## src/rtl/cpu_pkg.sv

```systemverilog
// rtl/cpu_pkg.sv - shared CPU widths, reset PC and fetch state encoding
package cpu_pkg;

  localparam int unsigned XLEN   = 32;
  localparam int unsigned INST_W = 32;
  localparam logic [XLEN-1:0] RESET_PC_DEFAULT = 32'h0000_0000;

  typedef enum logic {
    ST_RUN  = 1'b0,
    ST_HALT = 1'b1
  } fetch_state_t;

  function automatic logic is_aligned(input logic [XLEN-1:0] addr);
    return addr[1:0] == 2'b00;
  endfunction

endpackage

```

## src/rtl/inst_fifo.sv

```systemverilog
// rtl/inst_fifo.sv - registered instruction queue with flush and occupancy count
module inst_fifo #(
  parameter int DEPTH = 4,
  parameter int WIDTH = 64,
  localparam int AW = $clog2(DEPTH),
  localparam int CW = $clog2(DEPTH) + 1
) (
  input  logic             clk,
  input  logic             rst,
  input  logic             push,
  input  logic             pop,
  input  logic             flush,
  input  logic [WIDTH-1:0] din,
  output logic [WIDTH-1:0] dout,
  output logic             full,
  output logic             empty,
  output logic [CW-1:0]    count
);

  logic [WIDTH-1:0] mem [DEPTH];
  logic [AW-1:0]    wr_ptr;
  logic [AW-1:0]    rd_ptr;
  logic [CW-1:0]    cnt;
  logic             do_push;
  logic             do_pop;

  assign full    = (cnt == CW'(DEPTH));
  assign empty   = (cnt == '0);
  assign count   = cnt;
  assign dout    = mem[rd_ptr];
  assign do_pop  = pop && !empty;
  // A full queue still accepts a push when the head leaves in the same cycle.
  assign do_push = push && (!full || do_pop);

  always_ff @(posedge clk or posedge rst) begin
    if (rst) begin
      wr_ptr <= '0;
      rd_ptr <= '0;
      cnt    <= '0;
    end else if (flush) begin
      wr_ptr <= '0;
      rd_ptr <= '0;
      cnt    <= '0;
    end else begin
      if (do_push) wr_ptr <= wr_ptr + 1'b1;
      if (do_pop)  rd_ptr <= rd_ptr + 1'b1;
      cnt <= cnt + CW'(do_push) - CW'(do_pop);
    end
  end

  always_ff @(posedge clk) begin
    if (do_push && !flush) mem[wr_ptr] <= din;
  end

endmodule

```

## src/rtl/fetch_unit.sv

```systemverilog
// rtl/fetch_unit.sv - PC sequencing and RUN/HALT control feeding the instruction queue
module fetch_unit
  import cpu_pkg::*;
#(
  parameter int              DEPTH    = 4,
  parameter logic [XLEN-1:0] RESET_PC = RESET_PC_DEFAULT
) (
  input  logic                   clk,
  input  logic                   rst,
  output logic [XLEN-1:0]        imem_addr,
  input  logic [INST_W-1:0]      imem_data,
  input  logic                   redirect_valid,
  input  logic [XLEN-1:0]        redirect_pc,
  output logic                   out_valid,
  input  logic                   out_ready,
  output logic [INST_W-1:0]      out_inst,
  output logic [XLEN-1:0]        out_pc,
  output logic                   out_fault,
  output logic [$clog2(DEPTH):0] occupancy
);

  fetch_state_t state, next_state;
  logic [XLEN-1:0] pc, next_pc;

  logic                      push;
  logic                      pop;
  logic                      q_full;
  logic                      q_empty;
  logic [XLEN+INST_W-1:0]    q_head;

  inst_fifo #(
    .DEPTH (DEPTH),
    .WIDTH (XLEN + INST_W)
  ) u_queue (
    .clk   (clk),
    .rst   (rst),
    .push  (push),
    .pop   (pop),
    .flush (redirect_valid),
    .din   ({pc, imem_data}),
    .dout  (q_head),
    .full  (q_full),
    .empty (q_empty),
    .count (occupancy)
  );

  assign imem_addr = pc;
  assign out_fault = (state == ST_HALT);
  assign out_valid = (state == ST_RUN) && !q_empty;
  assign pop       = out_valid && out_ready;
  // Head fields are zeroed when invalid so a flushed slot never leaks out.
  assign out_inst  = out_valid ? q_head[INST_W-1:0] : '0;
  assign out_pc    = out_valid ? q_head[XLEN+INST_W-1:INST_W] : '0;

  always_ff @(posedge clk or posedge rst) begin
    if (rst) begin
      state <= ST_RUN;
      pc    <= RESET_PC;
    end else begin
      state <= next_state;
      pc    <= next_pc;
    end
  end

  always_comb begin
    next_state = state;
    next_pc    = pc;
    push       = 1'b0;
    if (redirect_valid) begin
      next_pc    = redirect_pc;
      next_state = is_aligned(redirect_pc) ? ST_RUN : ST_HALT;
    end else if (state == ST_RUN && (!q_full || pop)) begin
      push    = 1'b1;
      next_pc = pc + 32'd4;
    end
  end

endmodule

```

## config.mk

```make
export PLATFORM = sky130hd
export DESIGN_NAME = fetch_unit
export DESIGN_NICKNAME = d
export VERILOG_FILES = /design/src/rtl/cpu_pkg.sv /design/src/rtl/inst_fifo.sv /design/src/rtl/fetch_unit.sv
export SDC_FILE = /design/constraint.sdc
export NUM_CORES = 1
export LEC_CHECK = 0
export CAP_MARGIN = 40
export CORE_MARGIN = 4
export CORE_UTILIZATION = 59
export DETAILED_ROUTE_END_ITERATION = 16
export PLACE_DENSITY = 0.91
export SLEW_MARGIN = 15
export SYNTH_ARGS = -nofsm -noshare
export SYNTH_HDL_FRONTEND = slang
export SYNTH_SLANG_ARGS = --single-unit
```

## constraint.sdc

```tcl
create_clock -name clk -period 4.7 [get_ports clk]
set_input_delay 0.47 -clock clk [delete_from_list [all_inputs] [get_ports clk]]
set_output_delay 0.47 -clock clk [all_outputs]
set_load 0.005 [all_outputs]
```

==> summary.txt <==
fraction of final layout cells with drive strength greater than 1 = 15.86%
Synth Area per Inst = 17.89 sq um
post-placement cell area = 14100 sq um
clock-pin slew of the registers on the worst-case setup and hold paths = 0.07 ns
H-Tree Level Count = 1
Total Routing Usage GR = 23.76%
effective utilization at floorplan = 60.87%
count of synthesis-stage warnings from yosys = 0
worst clock skew = 0.01826 ns
met1 Track Usage GR = 34.02%
number of antenna violations at the first check in global routing = 0
global-route wire length before repair = 40.95 mm
total via count in the routed design = 7031
number of setup buffers added after CTS = 0
headroom to the max-slew limit = 52.38%
Critical Path RT = 4.23 ns
number of global-route vias before repair = 7184
routed length per instance = 23.41 um
vias per cell = 6.195
Crit path max-delay family = flip-flops
share of the yosys chip area belonging to registers = 72.39%
Final Hold Slack = 0.3806 ns
arrival time of the worst setup path = 2.98 ns
DRC violations left = 0
violation count after the first detailed-routing iteration = 783
PnR worst setup slack = 1.251 ns
area taken by multi-input logic gates = 3152 sq um
post-layout total power = 6.107 mW
sort of element at the start of the critical path = flip-flop
maximum fanout along the worst path = 35
height of the chip = 150.6 um
largest area contributor in the netlist = sky130_fd_sc_hd__edfxtp_1
Synth Net Count = 747
cells after synthesis = 671
total of endpoints with negative setup slack in the final report = 0
number of CTS-inserted buffers = 28
Hold WC Path Type = in -> async
cell at the root of the clock tree = sky130_fd_sc_hd__clkbuf_16
cell at the slowest stage of the critical path = sky130_fd_sc_hd__dfrtp_4
routability-driven placement congestion ratio = 0.8391
Sum Neg Setup Slack = 0 ns
fraction of synthesized cell area taken by the top area cell type = 64.05%
leading register cell type out of synthesis = sky130_fd_sc_hd__edfxtp_1
Die Wd = 150.6 um
Setup CP Type = reg -> out
RSZ-0062 raised after global routing = no
Port Buffers = 168
Final Core Density = 77.01%
layout net count = 925
count of flip-flops with a built-in enable after synthesis = 256
Worst-Margin Slew = 0.7121 ns
leading post-synthesis cells by cell area = sky130_fd_sc_hd__edfxtp_1, sky130_fd_sc_hd__mux4_2, sky130_fd_sc_hd__dfrtp_1, sky130_fd_sc_hd__and2_1, sky130_fd_sc_hd__or4_1
FF+latch area = 8693 sq um
post-route cell area = 15180 sq um
gr busiest metal = met2
largest stage delay on the critical path = 0.89 ns
Pwr per Cell Area = 402.2 nW/um^2
DRT antenna net count = 0
highest clock frequency the design can meet = 0.2899 GHz
total of max-cap violations = 0
share of async-settable or async-resettable flops after synthesis = 13.51%
number of rows in the core area = 51
CTS Hold Buffers Added = 0
WP buf/inv = 2
kind of end point of the critical path = primary output
final period utilization = 73.39%
placed instance count = 1083
count of clock tree sinks = 296
final count of hold timing violations = 0
min cycle time layout = 3.450 ns
clock tree from TritonCTS = done
met2 track utilization from global routing = 39.34%
flops & latches, synth = 296
number of detailed-routing iterations run before antenna repair = 5
most common cell in the synthesized netlist = sky130_fd_sc_hd__edfxtp_1
leftover overflow at the end of global routing = 0
I/O pin cnt = 169
Core Footprint = 19720 sq um
number of instances resized during post-cts repair = 0
global routing usage on met3 = 4.365%
estimated wirelength of the detail-placed design = 16.61 mm
leakage power of the design = 4.943 nW
run status = finished clean
commonest cells in the netlist = sky130_fd_sc_hd__edfxtp_1, sky130_fd_sc_hd__and2_1, sky130_fd_sc_hd__mux4_2
final wirelength = 26.58 mm
number of unique standard cell types used by synthesis = 40
worst vdd ir = 0.2686 mV
number of max-slew violations in the final report = 0
Cell Count, Final, Fillers Out = 1135
die footprint = 22690 sq um
area overhead of the layout relative to synthesis = 26.52%
largest net degree at the start of global routing = 53
total of fill cells in the finished design = 1051
number of antenna repair diodes = 0
netlist area before placement = 12000 sq um
clk buf depth = 3
post-placement worst setup slack = 1.747 ns
Critical Path, Cell by Cell = buf_12, mux4_2, and2_1, clkdlybuf4s50_1
Worst-Skew Late Latency = 0.53 ns
## tightest hold or removal path: cells and delay by family
kind                   cells  cell delay, ns
buffers and inverters      3            0.90
## cell families after synthesis
kind of cell | share of synthesized area (%)
AOI/OAI and AO/OA | 2.804
buffers and inverters | 1.491
and+or+nand+nor | 9.258
muxes | 12.28
adders and majority gates | 0.8966
DFF | 72.39
xor gates and xnor gates | 0.8757
## cells in the final DEF, fill, tap and decap left out, drive strengths merged, types with 18 or more instances in the layout
cell,n
edfxtp,256
clkdlybuf4s50,168
and2,70
mux4,64
dfrtp,40
clkbuf,33
nor2,29
nand2,20
or4,20
a31oi,18
## per-layer routing
layer  wire [um]  up-vias  part of all wire [%]
li1            -     3034                     -
met1       10320     3544                    39
met2       13390      404                    50
met3        2403       49                   9.0
met4         459        0                   1.7
met5           0        -                     0
## state kept, by name, summed over array words and instances (netlist names)
signal,cells
imem_addr,32
out_fault,1
u_queue.count,3
u_queue.mem,256
u_queue.rd_ptr,2
u_queue.wr_ptr,2
## final timing paths
check                                   from            endpoint  slack, ns  depth (start not counted)
hold / removal                           rst    u_queue.count[2]       0.38                          3
min in group clk             redirect_pc[13]       imem_addr[13]       0.50                          3
setup / recovery           u_queue.rd_ptr[0]         out_inst[2]       1.25                          4
setup reg to reg                imem_addr[2]       imem_addr[30]       1.92                          5
max in group asynchronous                rst   u_queue.rd_ptr[0]       3.90                          3
hold reg to reg                 imem_addr[1]  u_queue.mem[2][33]       0.58                          0
## layout make-up
| class | count | area share (%) |
|---|---|---|
| Clock buffer | 33 | 4.944 |
| Clock inverter | 18 | 1.994 |
| Inverter | 10 | 0.2472 |
| Multi-Input combinational cell | 331 | 20.76 |
| Sequential cell | 296 | 57.25 |
| Tap cell | 265 | 2.184 |
| Timing Repair Buffer | 182 | 12.62 |
## report_power, final
group	switching [mW]	internal, mW
sequential	0.118	2.95
clock	0.918	1.58
combinational	0.225	0.311
total	1.26	4.85
Note: power is estimated with default switching activity, not from simulation.
==> RTL change 1 (same settings) <==
`DEPTH` is set to 4 in 2 places; all go to 8.
--- a/src/rtl/inst_fifo.sv
+++ b/src/rtl/inst_fifo.sv
@@ -1,6 +1,6 @@
 // rtl/inst_fifo.sv - registered instruction queue with flush and occupancy count
 module inst_fifo #(
-  parameter int DEPTH = 4,
+  parameter int DEPTH = 8,
   parameter int WIDTH = 64,
   localparam int AW = $clog2(DEPTH),
   localparam int CW = $clog2(DEPTH) + 1
--- a/src/rtl/fetch_unit.sv
+++ b/src/rtl/fetch_unit.sv
@@ -2,7 +2,7 @@
 module fetch_unit
   import cpu_pkg::*;
 #(
-  parameter int              DEPTH    = 4,
+  parameter int              DEPTH    = 8,
   parameter logic [XLEN-1:0] RESET_PC = RESET_PC_DEFAULT
 ) (
   input  logic                   clk,
Ports: changed (resized occupancy); port bits go from 169 to 170. The function was not compared with the original's and may differ.
==> RTL change 1 against the unedited design <==
- sequential cell count up 259
- largest cell class unchanged
- clock power grew 85%
- routed wire length is 90% higher
- power grew 85%
- count of clock-buffer cells in the layout rose by 39
- worst setup slack got worse by 0.29 ns
- fmax decreased by 7.8%
- first-iteration DRC count is 75% higher
- area after synthesis rose by 82%
- sequential share of layout area increased by 5.3 points
- register-to-register slack worse by 0.30 ns
- utilization down 5.1 points
- cell area rose by 73%
==> RTL change 1: results <==
{
  "synthArstFlopShare_pct": 7.75,
  "syn-num-nets": 1165,
  "cts_sinks": 555,
  "fin_nets": 1364,
  "cts_buffers": 54,
  "num-nonclk-inverters": 15,
  "buffers": 197,
  "syn_avg_cell_area_um2": 20.1,
  "tightest_slew_ns": 0.828,
  "yosysUniqueCellTypes": 41,
  "ir_drop_mv": 0.264,
  "ff2ff_setup_slack_ns": 1.62,
  "clock_buffer_count": 72,
  "io_buffers": 169,
  "critPathCapture": "out_inst[1]",
  "fillerInstances": 2026,
  "drtIter0Drc": 1369,
  "grt_pass1_wl_um": 76800,
  "largest_reg_flops": 512,
  "dpl.cell_count": 1698,
  "stdcell_count": 1797,
  "yosys-top-cells-area": "edfxtp_1 (70%), mux4_2 (13%), dfrtp_1 (4.9%)",
  "crit_fanout": 33,
  "regArea_um2": 16500,
  "multi_input_area_um2": 5200,
  "routedWlPerCell_um": 28.1,
  "clock_area_share_pct": 7.32,
  "critPathArrivalTime_ns": 3.27,
  "cts.htree.levels": 2,
  "p_leak_nw": 8.23,
  "worstSkewPairLatency_ns": 0.57,
  "synth_commonest_cells": "edfxtp_1 (512), mux4_2 (128), nor2_1 (86), mux2i_1 (66), nand2_1 (45)",
  "outcome": "finished, final reports clean",
  "synth_edf_count": 512,
  "grt_max_degree": 63,
  "yosysSeqAreaShare_pct": 75.3,
  "drive_gt1_share_pct": 20.5,
  "p_int_w": 0.00889
}
-- RTL change 1: per-stage QoR --
| step | power, W | cell area, um^2 | hold WS [ns] | setup slack [ns] | setup TNS, ns |
|---|---|---|---|---|---|
| floorplan | 0.00626 | 21900 | 0.569 | -0.411 | -78.83 |
| global placement | 0.00672 | 24200 | 0.652 | 1.28 | 0 |
| detailed placement | 0.00677 | 24400 | 0.721 | 1.45 | 0 |
| CTS | 0.0114 | 26300 | 0.303 | 0.864 | 0 |
| global route | 0.0117 | 26300 | 0.342 | 0.708 | 0 |
| finish | 0.0113 | 26300 | 0.294 | 0.957 | 0 |
-- RTL change 1: power by group through the flow --
stage,combinational [W],sequential (W),clock (W)
after floorplan,0.000537,0.00572,0
after global placement,0.000943,0.00578,0
after detailed placement,0.000975,0.00579,0
after CTS,0.000997,0.00569,0.00467
after global routing,0.00106,0.00571,0.00490
final,0.000982,0.00570,0.00462
-- RTL change 1: logic make-up after synthesis --
| group | share of synthesized area (%) |
|---|---|
| simple gates | 4.03 |
| xor+xnor | 1.40 |
| flops | 75.3 |
| compound gates | 1.02 |
| mux | 16.3 |
| fa+ha+maj | 0.607 |
| buf+inv | 1.31 |
-- RTL change 1: layer usage --
| layer | vias to the layer above | track usage [%] | routed length, um |
|---|---|---|---|
| met5 | - | 0 | 0 |
| li1 | 4747 | - | - |
| met1 | 5915 | 33.6 | 18500 |
| met2 | 621 | 44.9 | 27100 |
| met4 | 0 | 5.97 | 1130 |
| met3 | 80 | 3.57 | 3620 |
-- RTL change 1: critical path: stages, from the launching register on --
cell	delay, ns
dfrtp_4	0.86
buf_12	0.37
mux4_2	0.60
mux2i_1	0.28
nor2_1	0.07
clkdlybuf4s50_1	0.47
==> RTL change 2 (same settings) <==
Made on the original files. Reset style: synchronous (`rst`), changed in 2 clocked blocks.
--- a/src/rtl/inst_fifo.sv
+++ b/src/rtl/inst_fifo.sv
@@ -32,7 +32,7 @@
   // A full queue still accepts a push when the head leaves in the same cycle.
   assign do_push = push && (!full || do_pop);
 
-  always_ff @(posedge clk or posedge rst) begin
+  always_ff @(posedge clk) begin
     if (rst) begin
       wr_ptr <= '0;
       rd_ptr <= '0;
--- a/src/rtl/fetch_unit.sv
+++ b/src/rtl/fetch_unit.sv
@@ -52,7 +52,7 @@
   assign out_inst  = out_valid ? q_head[INST_W-1:0] : '0;
   assign out_pc    = out_valid ? q_head[XLEN+INST_W-1:INST_W] : '0;
 
-  always_ff @(posedge clk or posedge rst) begin
+  always_ff @(posedge clk) begin
     if (rst) begin
       state <= ST_RUN;
       pc    <= RESET_PC;
Function: differs if rst is asserted again (counterexample within 4 cycles, from zero or initial values and one cycle with rst high); with rst held inactive, the same outputs for 4 cycles.
==> RTL change 2 against the unedited design <==
- sequential cell count increased by 2
- routed wire length grew 4.5%
- synthesized cell count increased by 6.3%
- critical path depth increased by 1
- cell count increased by 3.3%
- power shrank 6.4%
- combinational power fell by 2%
- area after synthesis increased by 0.80%
- cell area is 0.73% lower
- non-clock buffer count is 2 lower
- worst setup slack better by 0.093 ns
- critical endpoint is now out_pc[11]
- largest cell class unchanged
==> RTL change 2: results <==
{
  "outcome": "finished, final reports clean",
  "synth_commonest_cells": "edfxtp_1 (256), and2_1 (66), mux4_2 (64), nor2_1 (45), dfxtp_1 (42)",
  "grt_pass1_vias": 7258,
  "grt_usage_pct": 24.7,
  "fin_nets": 957,
  "fin_skew_ns": 0.0102,
  "yosysSeqAreaShare_pct": 70.5,
  "ir_drop_mv": 0.226,
  "regArea_um2": 8540,
  "cts_buffers": 27,
  "dp_hpwl_um": 16900,
  "wl_met3_um": 2180,
  "met1_length_um": 11100,
  "comb.multi_input.count": 358,
  "largest_reg_flops": 256,
  "min_path_type": "in2reg",
  "clkPwrFrac_pct": 37.0,
  "synthArstFlopShare_pct": 0,
  "fillerInstances": 1187,
  "clock_area_share_pct": 5.65,
  "cts_sinks": 298,
  "clock_buffer_count": 35,
  "grt_pass1_wl_um": 42600,
  "syn_avg_cell_area_um2": 17.0,
  "p_leak_nw": 4.79,
  "yosysUniqueCellTypes": 57,
  "grt.met3_usage_pct": 4.04,
  "critPathArrivalTime_ns": 2.89,
  "pre_cts_ws_ns": 1.68,
  "buffer_area_share_pct": 12.7,
  "syn-num-nets": 789,
  "tightest_slew_ns": 0.855,
  "drive_gt1_share_pct": 14.3,
  "placed_cell_area_um2": 14200,
  "r2r_end": "imem_addr[30]$_SDFFE_PP0N_",
  "r2r_start": "imem_addr[3]$_SDFFE_PP0N_",
  "gp_congestion": 0.912,
  "areaGrowthSynthToFinish_pct": 24.6,
  "die_area_um2": 22900,
  "critPathCapture": "out_pc[11]",
  "ff2ff_setup_slack_ns": 2.09,
  "gr-usage-met1_pct": 35.0,
  "use_met2_pct": 40.5,
  "crit_fanout": 26,
  "stdcell_count": 1172,
  "p_int_w": 0.00448,
  "seq_power_share_pct": 53.8,
  "buffers": 180,
  "multi_input_area_um2": 3370,
  "setup_slack_ns": 1.34,
  "num-nonclk-inverters": 16,
  "drtIter0Drc": 588
}
-- RTL change 2: kinds of logic after synthesis --
| logic type | count (synthesis) | share of synthesized area, % |
|---|---|---|
| AOI/OAI and AO/OA | 59 | 3.80 |
| xor gates and xnor gates | 13 | 0.941 |
| adders and majority gates | 8 | 0.889 |
| buffers and inverters | 57 | 1.84 |
| DFF | 298 | 70.5 |
| muxes | 69 | 12.3 |
| and+or+nand+nor | 209 | 9.70 |
-- RTL change 2: worst min-delay path by stage --
stage,endpoint,slack (ns),cells past startpoint
floorplan,flip-flop,0.49,2
global placement,flip-flop,0.50,2
detailed placement,flip-flop,0.51,2
CTS,imem_addr[14]$_SDFFE_PP0N_,0.49,3
global route,imem_addr[2]$_SDFFE_PP0N_,0.52,3
finish,imem_addr[2]$_SDFFE_PP0N_,0.51,3
-- RTL change 2: critical path, stage by stage (launching register included) --
cell and delay [ns]:
dfxtp_4 0.59, buf_12 0.26, buf_12 0.27, mux4_2 0.56
and2_1 0.20, clkdlybuf4s50_1 0.46
